<file path="src/rtl/ahb_master.sv">
// AHB-Lite initiator: one NONSEQ single transfer per command from a valid/ready port.
// Define AHB_MASTER_TIMEOUT_EN to abort transfers stalled by HREADY=0 for TIMEOUT_CYCLES cycles.
module ahb_master #(
  parameter int unsigned TIMEOUT_CYCLES = 16
) (
  input  logic        HCLK,
  input  logic        HRESETn,
  input  logic        cmd_valid,
  output logic        cmd_ready,
  input  logic        cmd_write,
  input  logic [31:0] cmd_addr,
  input  logic [2:0]  cmd_size,
  input  logic [31:0] cmd_wdata,
  output logic        rsp_valid,
  output logic [31:0] rsp_rdata,
  output logic        rsp_err,
  output logic [31:0] HADDR,
  output logic [1:0]  HTRANS,
  output logic        HWRITE,
  output logic [2:0]  HSIZE,
  output logic [31:0] HWDATA,
  input  logic        HREADY,
  input  logic [31:0] HRDATA,
  input  logic [1:0]  HRESP
);

  typedef enum logic [1:0] {IDLE = 2'd0, ADDR = 2'd1, DATA = 2'd2, ERRC = 2'd3} state_t;

  localparam logic [1:0] TRANS_IDLE   = 2'b00;
  localparam logic [1:0] TRANS_NONSEQ = 2'b10;
  localparam logic [1:0] RESP_OKAY    = 2'b00;

  state_t      state_q, state_d;
  logic [31:0] wdata_q, wdata_d;
  logic [31:0] haddr_d, hwdata_d, rsp_rdata_d;
  logic [1:0]  htrans_d;
  logic [2:0]  hsize_d;
  logic        hwrite_d, rsp_valid_d, rsp_err_d;
  logic        misaligned_c;

  assign cmd_ready    = (state_q == IDLE);
  assign misaligned_c = (cmd_size > 3'd2) ||
                        ((cmd_size == 3'd1) && cmd_addr[0]) ||
                        ((cmd_size == 3'd2) && (cmd_addr[1:0] != 2'b00));

`ifdef AHB_MASTER_TIMEOUT_EN
  localparam int unsigned TW = 8;
  localparam logic [TW-1:0] TMO_LAST = TW'(TIMEOUT_CYCLES - 1);
  logic [TW-1:0] tmo_q, tmo_d;
  logic          stall_c;
  assign stall_c = ((state_q == ADDR) || (state_q == DATA)) && !HREADY;
`else
  logic unused_tmo;
  assign unused_tmo = (TIMEOUT_CYCLES != 0);
`endif

  // Next state and next values of every registered output.
  always_comb begin
    state_d     = state_q;
    wdata_d     = wdata_q;
    haddr_d     = HADDR;
    htrans_d    = HTRANS;
    hwrite_d    = HWRITE;
    hsize_d     = HSIZE;
    hwdata_d    = HWDATA;
    rsp_valid_d = 1'b0;
    rsp_err_d   = rsp_err;
    rsp_rdata_d = rsp_rdata;
`ifdef AHB_MASTER_TIMEOUT_EN
    tmo_d       = '0;
`endif
    case (state_q)
      IDLE: begin
        if (cmd_valid) begin
          if (misaligned_c) begin
            state_d     = ERRC;
            rsp_valid_d = 1'b1;
            rsp_err_d   = 1'b1;
          end else begin
            state_d  = ADDR;
            htrans_d = TRANS_NONSEQ;
            haddr_d  = cmd_addr;
            hwrite_d = cmd_write;
            hsize_d  = cmd_size;
            wdata_d  = cmd_wdata;
          end
        end
      end
      ADDR: begin
        if (HREADY) begin
          state_d  = DATA;
          htrans_d = TRANS_IDLE;
          if (HWRITE) hwdata_d = wdata_q;
        end
      end
      DATA: begin
        // RETRY and SPLIT are reported as errors rather than reissued.
        if (HREADY) begin
          state_d     = IDLE;
          rsp_valid_d = 1'b1;
          rsp_err_d   = (HRESP != RESP_OKAY);
          if (!HWRITE && (HRESP == RESP_OKAY)) rsp_rdata_d = HRDATA;
        end
      end
      ERRC:    state_d = IDLE;
      default: state_d = IDLE;
    endcase
`ifdef AHB_MASTER_TIMEOUT_EN
    if (stall_c) begin
      if (tmo_q == TMO_LAST) begin
        state_d     = IDLE;
        htrans_d    = TRANS_IDLE;
        rsp_valid_d = 1'b1;
        rsp_err_d   = 1'b1;
      end else begin
        tmo_d = (tmo_q == '1) ? tmo_q : tmo_q + TW'(1);
      end
    end
`endif
  end

  always_ff @(posedge HCLK or negedge HRESETn) begin
    if (!HRESETn) begin
      state_q   <= IDLE;
      wdata_q   <= '0;
      HADDR     <= '0;
      HTRANS    <= TRANS_IDLE;
      HWRITE    <= 1'b0;
      HSIZE     <= '0;
      HWDATA    <= '0;
      rsp_valid <= 1'b0;
      rsp_err   <= 1'b0;
      rsp_rdata <= '0;
    end else begin
      state_q   <= state_d;
      wdata_q   <= wdata_d;
      HADDR     <= haddr_d;
      HTRANS    <= htrans_d;
      HWRITE    <= hwrite_d;
      HSIZE     <= hsize_d;
      HWDATA    <= hwdata_d;
      rsp_valid <= rsp_valid_d;
      rsp_err   <= rsp_err_d;
      rsp_rdata <= rsp_rdata_d;
    end
  end

`ifdef AHB_MASTER_TIMEOUT_EN
  always_ff @(posedge HCLK or negedge HRESETn) begin
    if (!HRESETn) tmo_q <= '0;
    else          tmo_q <= tmo_d;
  end
`endif

endmodule

</file>
<file path="config.mk">
export PLATFORM = sky130hd
export DESIGN_NAME = ahb_master
export DESIGN_NICKNAME = d
export VERILOG_FILES = /design/src/rtl/ahb_master.sv
export SDC_FILE = /design/constraint.sdc
export NUM_CORES = 1
export LEC_CHECK = 0
export BUFFER_PORTS_ARGS = -buffer_cell sky130_fd_sc_hd__buf_2
export CORE_MARGIN = 4
export CORE_UTILIZATION = 50
export CTS_BUF_LIST = sky130_fd_sc_hd__clkbuf_8
export CTS_CLUSTER_SIZE = 25
export DETAILED_ROUTE_END_ITERATION = 12
export GPL_ROUTABILITY_DRIVEN = 1
export GPL_TIMING_DRIVEN = 0
export PLACE_DENSITY = 0.82
export SLEW_MARGIN = 20
export SYNTH_ARGS = -nofsm -noshare
export SYNTH_HDL_FRONTEND = slang
export SYNTH_SLANG_ARGS = --single-unit
</file>
<file path="constraint.sdc">
create_clock -name HCLK -period 2.1 [get_ports HCLK]
set_input_delay 0.315 -clock HCLK [delete_from_list [all_inputs] [get_ports HCLK]]
set_output_delay 0.315 -clock HCLK [all_outputs]
set_load 0.005 [all_outputs]
</file>
==> impl_metrics.tcl <==
set metrics [dict create \
    status "finished clean" \
    p_int_mw 6.84 \
    final-hold-violation-count 0 \
    fp.dieW_um 112 \
    grt_max_degree 89 \
    power_density_nw_per_um2 1340 \
    p_leak_nw 3.83 \
    drt-total-wl_mm 11.8 \
    crit_arrival_ns 2.22 \
    cts_buffers 17 \
    clkPwrFrac_pct 20.1 \
    yosys_warnings 0 \
    drt_iter0_drc 127 \
    clock_path_buffers 2 \
    p_sw_share_pct 27.6 \
    core_sq_um 10400 \
    synth_top_area_share_pct 63.4 \
    areaGrowthSynthToFinish_pct 30.0 \
    htree_levels 4 \
    fmax_mhz 525 \
    wl_per_cell_um 17.1 \
    n_antenna_cell 0 \
    power.total_mw 9.45 \
    yosysUniqueCellTypes 29 \
    worst-path-max-fanout 10 \
    cts_tree "yes" \
    synth_area_sq_um 5410 \
    drive_gt1_share_pct 69.6 \
    die_h_um 112 \
    netSwitchingPower_mw 2.61 \
    synth_area_leaders "dfrtp_1 (63%), mux2_2 (17%), mux2_4 (14%)" \
    gr-total-overflow 0 \
    drc 0 \
    path_clk_slew_ns 0.07 \
    final_area_sq_um 7030 \
    post-route-period-util_pct 90.7 \
    pwr-share-seq_pct 47.6 \
    postSynth.asyncResetShare_pct 100 \
    utilization_pct 67.5 \
    min_path_type "in -> reg" \
    crit_type "reg -> reg" \
    setup_viol 0 \
    required_ns 2.41 \
    synth_edf_count 0 \
    whs_ns 0.106 \
    clock_skew_ns 0.0104 \
    grt_pass1_vias 3775 \
    rsz0062_at_grt "no" \
    dpl_cell_area_sq_um 6660 \
    antenna_found_initial 0 \
    route.vias.total 3373 \
    setup-tns-final_ns 0 \
    nNetsFinal 646 \
    syn_area_per_cell_sq_um 17.5 \
    endpoint_kind "flip-flop" \
    grt_pass1_wl_mm 19.2 \
    setup_ws_ns 0.196 \
    final_common_cell "buf_2" \
    postSynthCellCount 310 \
    drtPass1Iterations 4 \
    min_period_ns 1.90 \
    p_comb_share_pct 32.3 \
    synthFlopType "dfrtp_1" \
    slew_violations 0 \
    clock-sinks 137 \
    synth.largest_area_cell "dfrtp_1" \
    dp_hpwl_mm 8.62 \
    cap_viol_max_count 0 \
    pin_count 211 \
    cts-root-buf "clkbuf_8" \
    start_util_pct 51.9 \
    numPortBuffers 209 \
    setup.worst_path.start_class "flip-flop" \
    synth-seq-cells 137 \
    rows 37 \
    synth_fp_nets 416 \
    gp_congestion 0.838 \
    fin_cells 688 \
    insertion_delay_ns 0.44 \
    grt_usage_pct 19.5 \
    dp_slack_ns 0.0718 \
    yosysSeqAreaShare_pct 63.4 \
    die-area_sq_um 12500 \
    final_cell_mix "buf_2 (216), dfrtp_1 (137), mux2_2 (82)" \
    dp.cells 656 \
    viasPerCell 4.90 \
    vdd_drop_max_uv 757 \
    ant_nets 0 \
]
## synth_stat cells, types with 2 or more instances
| master | n |
|---|---|
| dfrtp_1 | 137 |
| nand3_1 | 2 |
| buf_2 | 8 |
| and2b_2 | 2 |
| inv_1 | 2 |
| buf_12 | 3 |
| nor2_1 | 2 |
| buf_6 | 3 |
| mux2_4 | 49 |
| mux2_2 | 82 |
| nand2_1 | 2 |
## logic make-up after synthesis
kind of cell,synth area share [%]
compound gates,1.06
buf+inv,2.75
flops,63.4
mux,30.7
other cells,0.0693
simple gates,2.08
## flip-flops by register name (all words and copies together) (netlist names)
register and cells:
HADDR 32, HWDATA 32, rsp_rdata 32, wdata_q 32, HSIZE 3, state_q 2, HTRANS 1, HWRITE 1
rsp_err 1, rsp_valid 1
## layer usage
metal | wire length [um] | global-route usage, %
met1 | 4870 | 23.7
met2 | 5500 | 31.1
met3 | 1150 | 8.57
met4 | 232 | 7.29
met5 | 0 | 0
## final timing paths
check                                        from                   endpoint  slack [ns]  cells past startpoint
max                        state_q[0]$_DFFE_PN0P_       HADDR[4]$_DFFE_PN0P_        0.20                      5
min                                 cmd_wdata[13]    wdata_q[13]$_DFFE_PN0P_        0.11                      2
max reg2reg                state_q[0]$_DFFE_PN0P_       HADDR[4]$_DFFE_PN0P_        0.20                      5
min reg2reg                HWDATA[26]$_DFFE_PN0P_     HWDATA[26]$_DFFE_PN0P_        0.50                      1
max in group asynchronous                 HRESETn      HWDATA[3]$_DFFE_PN0P_        0.97                      3
min in group asynchronous                 HRESETn  rsp_rdata[10]$_DFFE_PN0P_        0.40                      2
## critical path, stage by stage, from the launching register on
cell and delay, ns:
dfrtp_1 0.47, nor3b_2 0.32, o21ai_1 0.24, buf_2 0.27, buf_6 0.18, mux2_4 0.31
## power by group through the flow
stage          sequential (mW)  clock (mW)  combinational (mW)
4_1_cts                   4.50        1.97                3.11
3_3_place_gp              4.44           0                3.00
6_report                  4.50        1.90                3.05
5_1_grt                   4.66        2.11                3.33
2_1_floorplan             4.54           0                1.61
3_5_place_dp              4.54           0                3.08
## layout make-up
class,count,area [sq um]
Sequential cell,137,3430
Fill cell,757,3380
Multi-Input combinational cell,156,1840
Timing Repair Buffer,211,1090
Clock buffer,21,289
Tap cell,136,170
Buffer,15,141
Clock inverter,10,65.1
Inverter,2,7.51
## repair_timing
item                                   CTS  global route
hold buffers                             1             0
setup buffers                            0             0
setup endpoints to repair                0            19
gates resized for setup                  0             1
endpoints found under the hold margin   49             0
No activity file was read; power rests on OpenSTA's default activity.
